## config.mk

```make
export PLATFORM = sky130hd
export DESIGN_NAME = riscv_dbus_ctrl
export DESIGN_NICKNAME = d
export VERILOG_FILES = /design/src/rtl/riscv_dbus_ctrl.sv
export SDC_FILE = /design/constraint.sdc
export NUM_CORES = 1
export LEC_CHECK = 0
export BUFFER_PORTS_ARGS = -buffer_cell sky130_fd_sc_hd__buf_2
export CORE_MARGIN = 1
export CORE_UTILIZATION = 54
export CTS_CLUSTER_DIAMETER = 100
export DETAILED_ROUTE_END_ITERATION = 12
export PLACE_DENSITY = 0.86
export SLEW_MARGIN = 20
export SYNTH_ARGS = -nofsm -noshare
export SYNTH_HDL_FRONTEND = slang
export SYNTH_SLANG_ARGS = --single-unit
```

## constraint.sdc

```tcl
create_clock -name clk -period 3.6 [get_ports clk]
set_input_delay 0.72 -clock clk [delete_from_list [all_inputs] [get_ports clk]]
set_output_delay 0.72 -clock clk [all_outputs]
set_load 0.02 [all_outputs]
```

## src/rtl/riscv_dbus_ctrl.sv

```systemverilog
// M-stage data-bus controller: turns load/store requests into word-aligned
// req/gnt/rvalid bus transactions, formats load data and flags faults.
module riscv_dbus_ctrl #(
    parameter int TIMEOUT_CYC = 255,
    parameter int ADDR_W      = 32
) (
    input  logic              clk,
    input  logic              rst,
    input  logic              i_mem_rdM,
    input  logic              i_mem_wrM,
    input  logic [2:0]        i_funct3M,
    input  logic [ADDR_W-1:0] i_addrM,
    input  logic [31:0]       i_wdataM,
    output logic              o_bus_stallM,
    output logic              o_bus_req,
    output logic              o_bus_we,
    output logic [ADDR_W-1:0] o_bus_addr,
    output logic [3:0]        o_bus_be,
    output logic [31:0]       o_bus_wdata,
    input  logic              i_bus_gnt,
    input  logic              i_bus_rvalid,
    input  logic [31:0]       i_bus_rdata,
    input  logic              i_bus_err,
    output logic [31:0]       o_rdataM,
    output logic              o_rdata_valid,
    output logic              o_misalignM,
    output logic              o_bus_errM
);

    localparam int CNT_W = (TIMEOUT_CYC < 2) ? 1 : $clog2(TIMEOUT_CYC);
    localparam logic [CNT_W-1:0] CNT_LAST = CNT_W'(TIMEOUT_CYC - 1);

    localparam logic [1:0] S_IDLE   = 2'd0;
    localparam logic [1:0] S_REQ    = 2'd1;
    localparam logic [1:0] S_WAIT_R = 2'd2;
    localparam logic [1:0] S_DONE   = 2'd3;

    logic [1:0]        r_state;
    logic [CNT_W-1:0]  r_cnt;
    logic              r_we;
    logic [ADDR_W-1:0] r_addr;
    logic [3:0]        r_be;
    logic [31:0]       r_wdata;
    logic [2:0]        r_f3;
    logic [1:0]        r_lane;
    logic [31:0]       r_rdata;
    logic              r_err;
    logic              r_misal;

    logic w_rd;
    logic w_wr;
    logic w_valid;
    logic w_misal;
    logic w_unsup;
    logic w_bad;
    logic w_start;
    logic w_in_req;
    logic w_expire;

    function automatic logic [3:0] f_be(input logic [1:0] size, input logic [1:0] lane);
        case (size)
            2'b00:   f_be = 4'b0001 << lane;
            2'b01:   f_be = 4'b0011 << lane;
            default: f_be = 4'b1111;
        endcase
    endfunction

    function automatic logic [31:0] f_wdata(input logic [1:0] size, input logic [31:0] d);
        case (size)
            2'b00:   f_wdata = {4{d[7:0]}};
            2'b01:   f_wdata = {2{d[15:0]}};
            default: f_wdata = d;
        endcase
    endfunction

    function automatic logic [31:0] f_load(input logic [2:0] f3, input logic [1:0] lane,
                                           input logic [31:0] d);
        logic [7:0]  b;
        logic [15:0] h;
        b = d[{lane, 3'b000} +: 8];
        h = d[{lane[1], 4'b0000} +: 16];
        case (f3)
            3'b000:  f_load = {{24{b[7]}}, b};
            3'b001:  f_load = {{16{h[15]}}, h};
            3'b100:  f_load = {24'd0, b};
            3'b101:  f_load = {16'd0, h};
            default: f_load = d;
        endcase
    endfunction

    // Load wins when both strobes are high.
    assign w_rd    = i_mem_rdM;
    assign w_wr    = i_mem_wrM & ~i_mem_rdM;
    assign w_valid = w_rd | w_wr;

    assign w_misal = ((i_funct3M[1:0] == 2'b01) & i_addrM[0]) |
                     ((i_funct3M[1:0] == 2'b10) & (i_addrM[1:0] != 2'b00));
    assign w_unsup = w_rd ? ((i_funct3M == 3'b011) | (i_funct3M == 3'b110) | (i_funct3M == 3'b111))
                          : (i_funct3M > 3'b010);
    assign w_bad   = w_misal | w_unsup;
    assign w_start = (r_state == S_IDLE) & w_valid & ~w_bad;

    assign w_in_req = (r_state == S_REQ);
    assign w_expire = (r_cnt == CNT_LAST);

    always_ff @(posedge clk) begin
        if (rst) begin
            r_state <= S_IDLE;
            r_cnt   <= '0;
            r_we    <= 1'b0;
            r_addr  <= '0;
            r_be    <= 4'd0;
            r_wdata <= 32'd0;
            r_f3    <= 3'd0;
            r_lane  <= 2'd0;
            r_rdata <= 32'd0;
            r_err   <= 1'b0;
            r_misal <= 1'b0;
        end else begin
            r_misal <= (r_state == S_IDLE) & w_valid & w_bad;
            case (r_state)
                S_IDLE: begin
                    if (w_start) begin
                        r_state <= S_REQ;
                        r_cnt   <= '0;
                        r_err   <= 1'b0;
                        r_we    <= w_wr;
                        r_addr  <= {i_addrM[ADDR_W-1:2], 2'b00};
                        r_lane  <= i_addrM[1:0];
                        r_f3    <= i_funct3M;
                        r_be    <= f_be(i_funct3M[1:0], i_addrM[1:0]);
                        r_wdata <= f_wdata(i_funct3M[1:0], i_wdataM);
                    end
                end
                S_REQ: begin
                    r_cnt <= r_cnt + 1'b1;
                    // A store is finished by gnt; a load granted on the last
                    // budget cycle has no time left for rvalid.
                    if (i_bus_gnt && r_we) begin
                        r_state <= S_DONE;
                        r_err   <= i_bus_err;
                    end else if (w_expire) begin
                        r_state <= S_DONE;
                        r_err   <= 1'b1;
                    end else if (i_bus_gnt) begin
                        r_state <= S_WAIT_R;
                    end
                end
                S_WAIT_R: begin
                    r_cnt <= r_cnt + 1'b1;
                    if (i_bus_rvalid) begin
                        r_state <= S_DONE;
                        r_err   <= i_bus_err;
                        if (!i_bus_err) begin
                            r_rdata <= f_load(r_f3, r_lane, i_bus_rdata);
                        end
                    end else if (w_expire) begin
                        r_state <= S_DONE;
                        r_err   <= 1'b1;
                    end
                end
                default: begin
                    r_state <= S_IDLE;
                end
            endcase
        end
    end

    assign o_bus_stallM  = w_start | w_in_req | (r_state == S_WAIT_R);
    assign o_bus_req     = w_in_req;
    assign o_bus_we      = w_in_req & r_we;
    assign o_bus_addr    = w_in_req ? r_addr : '0;
    assign o_bus_be      = w_in_req ? r_be : 4'd0;
    assign o_bus_wdata   = w_in_req ? r_wdata : 32'd0;
    assign o_rdataM      = r_rdata;
    assign o_rdata_valid = (r_state == S_DONE) & ~r_we & ~r_err;
    assign o_bus_errM    = (r_state == S_DONE) & r_err;
    assign o_misalignM   = r_misal;

endmodule

```

==> metrics.md, run 1 <==
| Metric | Value |
|---|---|
| Detailed Route Iter0 Violations | `513` |
| Input/output buffers | `209` |
| GRT Util Overall | `29.6%` |
| Final setup fails | `0` |
| Layout Nets | `1026` |
| CTS Hold Bufs | `0` |
| Share of post-route cells with drive strength above 1 | `30.5%` |
| Clock slew seen by the registers of the worst setup and hold paths | `0.06 ns` |
| WS Path Type | `flop to output pin` |
| Worst-margin pin slew | `0.897 ns` |
| # Post-CTS Setup Buffers | `0` |
| Most frequent cells in the layout | `buf_2, nand2_1, dfxtp_1` |
| Synth Flop Type | `dfxtp_1` |
| Startpoint types | `flop` |
| Per-cell routed wire length | `15.7 microns` |
| Final TNS setup | `0 ns` |
| Syn avg cell area | `7.99 sq um` |
| Fin crit share | `85.6%` |
| Root Driver | `clkbuf_8` |
| Sequential share of the synthesized area | `39.7%` |
| Final Wtd Congestion | `0.879` |
| Crit Reg-Reg Endpoint | `r_cnt[7]$_SDFFE_PP0P_` |
| Reg2reg start | `r_state[1]$_SDFFE_PP0P_` |
| CTS Buf Count | `17` |
| Post-DP HPWL | `11000 microns` |
| WP data required | `2.88 ns` |
| Hold Crit Depth | `3` |
| Pins over their slew limit | `0` |
| Crit path capture type | `output pin` |
| Peak supply drop | `513 uV` |
| Fin crit period | `3.08 ns` |
| Initial antenna violation count | `0` |
| Die Footprint | `11300 sq um` |
| Initial Utilization | `56.2%` |
| Fin area | `7580 sq um` |
| Hold Startpoint | `i_addrM[18]` |
| Busiest layer in global routing | `met2` |
| LEAKAGE | `0.00329 uW` |
| Die H | `106 microns` |
| Clock Path Buffers | `2` |
| Crit path DAT | `2.36 ns` |
| R2r worst-path depth | `8` |
| Core outline area | `10400 sq um` |
| Area growth from synthesis to layout | `29.6%` |
| Placed cell area | `6880 sq um` |
| Vias in the first global route | `5513` |
| Max transition margin | `40.2%` |
| DRC | `0` |
| Crit path max fanout | `45` |
| Pwr/cell area | `618 nW/um^2` |
| Number of synthesized flops with an enable pin | `0` |
| DRT Wirelength | `16700 microns` |
| DR vias | `5930` |
| Maximum Capacitance Violations | `0` |
| Sink Count | `116` |
| Vias per cell | `5.58` |
| Final Hold Violating Endpoints | `0` |
| Largest net degree at the start of global routing | `91` |
| Worst Hold Endpoint | `r_addr[18]$_SDFFE_PP0P_` |
| First-pass GRT wire length | `26300 microns` |
| CTS tree | `built` |
| Yosys Warn Count | `0` |
| Post_cts resized | `0` |
| Final Util | `72.8%` |
| Post-layout power | `4690 uW` |
| Rows | `37` |
| DRT Pass-1 Iters | `5` |
| Mapped Cells | `732` |
| Most common cell after layout, fill and taps aside | `buf_2` |
| Synth async-reset ratio | `0%` |
| Unrepaired setup endpoints after global routing | `false` |
| Inst Count DP | `1030` |
| Met1 Use GR | `34.8%` |
| H-tree depth | `4` |
| Routing usage on met2 | `49.8%` |
| Yosys reg bits | `116` |
| Clock Skews | `0.00512 ns` |
| I/O Pins | `212` |
| GRT Residual Overflow | `0` |
| Synthesized area | `5850 sq um` |
| Worst skew pair latency | `0.52 ns` |
| Fmax achieved | `325 MHz` |
| Die X | `106 microns` |
| Diode count | `0` |
| Met3 Track Usage GR | `9.69%` |
| Distinct cells, synth | `52` |
| Final ANT Viol Nets | `0` |
| Min-delay worst type | `primary input to flop` |
| Worst R2R Setup Slack | `0.88 ns` |
| Status | `complete, no violations` |
| Cell Count, Final, Fillers Out | `1062` |
[through the flow]
step | hold slack (ns) | worst slack, ns
after global placement | 0.437 | 0.815
after global routing | 0.403 | 0.340
after CTS | 0.414 | 0.497
final | 0.436 | 0.519
after detailed placement | 0.442 | 0.747
after floorplan | 0.432 | 1.10
[registers in the layout, summed over array words and instances (netlist names)]
name,cells
o_rdataM,32
r_be,4
r_we,1
r_addr,30
r_err,1
r_wdata,32
r_state,2
r_lane,2
r_f3,3
r_cnt,8
o_misalignM,1
[cell usage after synthesis, types with 9 or more instances]
library cell	n	area, sq um
a211oi_1	23	173
a211oi_2	10	125
a21oi_1	70	350
a311oi_1	9	78.8
a31oi_1	12	75.1
and2_1	69	432
buf_2	11	55.1
buf_4	10	75.1
clkbuf_1	34	128
dfxtp_1	116	2320
inv_1	11	41.3
mux2i_1	17	170
nand2_1	159	597
nor2_1	49	184
nor3_1	14	70.1
o21a_1	10	75.1
o21ai_0	19	95.1
[critical path: stages, from the launching register on]
cell	delay (ns)
dfxtp_1	0.34
inv_1	0.11
ha_2	0.65
buf_4	0.37
and2_1	0.18
buf_2	0.17
[worst max path at each step]
| stage | to | start | slack, ns | depth (start not counted) |
|---|---|---|---|---|
| after floorplan | o_bus_stallM | i_mem_wrM | 1.10 | 4 |
| after global placement | r_cnt[7]$_SDFFE_PP0P_ | i_funct3M[0] | 0.81 | 7 |
| after detailed placement | r_cnt[7]$_SDFFE_PP0P_ | i_funct3M[0] | 0.75 | 7 |
| after CTS | o_bus_wdata[17] | r_state[1]$_SDFFE_PP0P_ | 0.50 | 5 |
| after global routing | o_bus_wdata[16] | r_state[1]$_SDFFE_PP0P_ | 0.34 | 5 |
| final | o_bus_addr[10] | r_state[1]$_SDFFE_PP0P_ | 0.52 | 5 |
[final cells by class]
class,instances,area [sq um]
multi-input cells,549,3220
well taps,136,170
inverters,11,41.3
flip-flops and latches,116,2320
clock inverters,8,190
fillers,814,2840
repair buffers,218,1130
clock buffers,24,510
[power by group]
group	internal [uW]	switching (uW)	total, uW
Combinational	408	780	1190
Sequential	1440	90.8	1530
Clock	1390	581	1970
Total	3240	1450	4690
[cell families after synthesis]
logic type                 synth area share (%)
other                                    0.0641
adders and majority gates                  1.50
DFF                                        39.7
AOI/OAI and AO/OA                          21.0
and+or+nand+nor                            26.6
xor gates and xnor gates                  0.749
muxes                                      4.83
buffers and inverters                      5.50
[layer usage]
layer | routed length [microns] | up-vias
met5 | 0 | -
li1 | - | 2879
met3 | 1360 | 38
met2 | 8210 | 275
met4 | 384 | 0
met1 | 6770 | 2738
Note: power is estimated with default switching activity, not from simulation.
==> run 2, diff against run 1 <==
- ABC_CLOCK_PERIOD_IN_PS: not set -> 3600
- CAP_MARGIN: not set -> 0
- PLACE_DENSITY: 0.86 -> 0.87
==> run 2 against run 1 <==
Non-clock buffer count did not move. Clock skew rose by 0.0016 ns. Cell count barely moved. Largest cell class unchanged. Clock-buffer cell count fell by 3. Critical path type unchanged.
==> metrics.md, run 2 (synthesis results as in run 1) <==
| Metric | Value |
|---|---|
| Status | `complete, no violations` |
| Clock slew seen by the registers of the worst setup and hold paths | `0.06 ns (about the same)` |
| Worst skew pair latency | `0.52 ns (about the same)` |
| Most frequent cells in the layout | `buf_2, nand2_1, dfxtp_1` |
| Busiest layer in global routing | `met2` |
| R2r worst-path depth | `8 (unchanged)` |
| H-tree depth | `4 (unchanged)` |
| Post-DP HPWL | `11000 microns (-0.42%)` |
| Vias in the first global route | `5410 (-1.9%)` |
| Critical path, cell by cell | `inv_1 > ha_2 > buf_4 > and2_1 > buf_2` |
| Detailed Route Iter0 Violations | `467 (-9.0%)` |
| Final setup fails | `0 (unchanged)` |
| Per-cell routed wire length | `15.4 microns (-2.2%)` |
| DRC | `0 (unchanged)` |
| Hold slack | `0.434 ns (-0.00145 ns)` |
| Worst R2R Setup Slack | `0.89 ns (about the same)` |
| Pins over their slew limit | `0 (unchanged)` |
| Die H | `106 microns (unchanged)` |
| GRT Residual Overflow | `0 (unchanged)` |
| Crit Reg-Reg Endpoint | `r_cnt[7]$_SDFFE_PP0P_` |
| Worst path max stage delay | `0.47 ns (-0.18 ns)` |
| Crit path capture type | `output pin` |
| Setup ws final | `0.585 ns (+0.0659 ns)` |
| Hold Crit Depth | `3 (unchanged)` |
| Startpoint types | `flop` |
| Final Wtd Congestion | `0.858 (-2.3%)` |
| Routing usage on met2 | `50.2% (+0.37 points)` |
| Maximum Capacitance Violations | `0 (unchanged)` |
| Max transition margin | `40.2% (about the same)` |
| Largest net degree at the start of global routing | `91 (unchanged)` |
| Fin crit period | `3.02 ns (-0.0659 ns)` |
| GRT Util Overall | `29.2% (-0.42 points)` |
| Core outline area | `10400 sq um (unchanged)` |
| Pwr/cell area | `603 nW/um^2 (-2.4%)` |
| Area growth from synthesis to layout | `28.5%` |
| Initial antenna violation count | `0 (unchanged)` |
| Fmax achieved | `332 MHz (+2.2%)` |
| Worst Hold Endpoint | `r_addr[8]$_SDFFE_PP0P_` |
| DRT Wirelength | `16300 microns (-2.3%)` |
| Final TNS setup | `0 ns (unchanged)` |
| Peak supply drop | `385 uV (-25%)` |
| Met3 Track Usage GR | `9.44% (-0.25 points)` |
| CTS Buf Count | `17 (unchanged)` |
| Min-delay worst type | `primary input to flop` |
| Die Footprint | `11300 sq um (unchanged)` |
| Cell Count, Final, Fillers Out | `1061 (-0.094%)` |
| Inst Count DP | `1030 (unchanged)` |
| Filler cell count | `886 (+8.8%)` |
| Final Hold Violating Endpoints | `0 (unchanged)` |
| Initial Utilization | `56.2% (unchanged)` |
| Crit path max fanout | `45 (unchanged)` |
| Post_cts resized | `0 (unchanged)` |
| Layout Nets | `1026 (unchanged)` |
| WP data required | `2.88 ns (about the same)` |
| Final ANT Viol Nets | `0 (unchanged)` |
| Reg2reg start | `r_state[1]$_SDFFE_PP0P_` |
| Sink Count | `116 (unchanged)` |
| Met1 Use GR | `34.3% (-0.51 points)` |
| Clock Path Buffers | `2 (unchanged)` |
| Pre-CTS setup slack | `0.762 ns (+0.0152 ns)` |
| DR vias | `5880 (-0.84%)` |
| Diode count | `0 (unchanged)` |
| Crit path DAT | `2.30 ns (-0.06 ns)` |
| WS Path Type | `flop to output pin` |
| Die X | `106 microns (unchanged)` |
| Hold Startpoint | `i_addrM[8]` |
| Post-layout power | `4540 uW (-3.2%)` |
| Most common cell after layout, fill and taps aside | `buf_2` |
| # Post-CTS Setup Buffers | `0 (unchanged)` |
| Share of post-route cells with drive strength above 1 | `30.3% (-0.18 points)` |
| Input/output buffers | `209 (unchanged)` |
| CTS tree | `built` |
| Root Driver | `clkbuf_8` |
| Vias per cell | `5.54 (-0.75%)` |
| Clock Skews | `0.00675 ns (+0.00163 ns)` |
| First-pass GRT wire length | `25900 microns (-1.5%)` |
| CTS Hold Bufs | `0 (unchanged)` |
| Unrepaired setup endpoints after global routing | `false` |
| Worst-margin pin slew | `0.897 ns (+0.000274 ns)` |
| Max stage delay cell, worst path | `ha_2` |
| LEAKAGE | `0.00326 uW (-1.0%)` |
| I/O Pins | `212 (unchanged)` |
| DRT Pass-1 Iters | `5 (unchanged)` |
| Rows | `37 (unchanged)` |
| Fin crit share | `83.8% (-1.8 points)` |
[run 2: layer usage]
| layer | up-vias | part of all wire (%) | wire length, microns |
|---|---|---|---|
| li1 | 2878 | - | - |
| met5 | - | 0 | 0 |
| met2 | 262 | 49 | 7980 |
| met1 | 2711 | 41 | 6650 |
| met3 | 29 | 8.4 | 1370 |
| met4 | 0 | 2.0 | 334 |
[run 2: worst max path at each step]
stage / startpoint / to / depth (start not counted)
floorplan: i_mem_wrM / o_bus_stallM / 4
global placement: i_funct3M[0] / r_cnt[7]$_SDFFE_PP0P_ / 7
detailed placement: i_funct3M[0] / r_cnt[7]$_SDFFE_PP0P_ / 7
CTS: r_state[1]$_SDFFE_PP0P_ / o_bus_wdata[30] / 5
global route: r_state[1]$_SDFFE_PP0P_ / o_bus_wdata[30] / 5
finish: r_state[1]$_SDFFE_PP0P_ / o_bus_wdata[30] / 5
[run 2: power breakdown]
group          switching [uW]  internal (uW)
Sequential               91.3           1440
Clock                     584           1240
Combinational             777            407
[run 2: cell type report]
| type | instances | area [sq um] | area share [%] |
|---|---|---|---|
| Tap cell | 136 | 170 | 2.26 |
| Multi-Input combinational cell | 549 | 3220 | 42.8 |
| Sequential cell | 116 | 2320 | 30.9 |
| Timing Repair Buffer | 218 | 1130 | 15.0 |
| Inverter | 11 | 41.3 | 0.549 |
| Clock inverter | 10 | 178 | 2.36 |
| Clock buffer | 21 | 459 | 6.11 |
[run 2: stage by stage]
step	util (%)	instance area (sq um)
finish	72.2	7520
global route	72.2	7520
global placement	66.0	6880
CTS	72.2	7520
detailed placement	66.0	6880
floorplan	-	5850
[run 2: critical path: cells and delay by family, from the launching register on]
kind / cells / cell delay [ns]
buffers and inverters: 3 / 0.73
and+or+nand+nor: 1 / 0.23
DFF: 1 / 0.34
adders and majority gates: 1 / 0.47
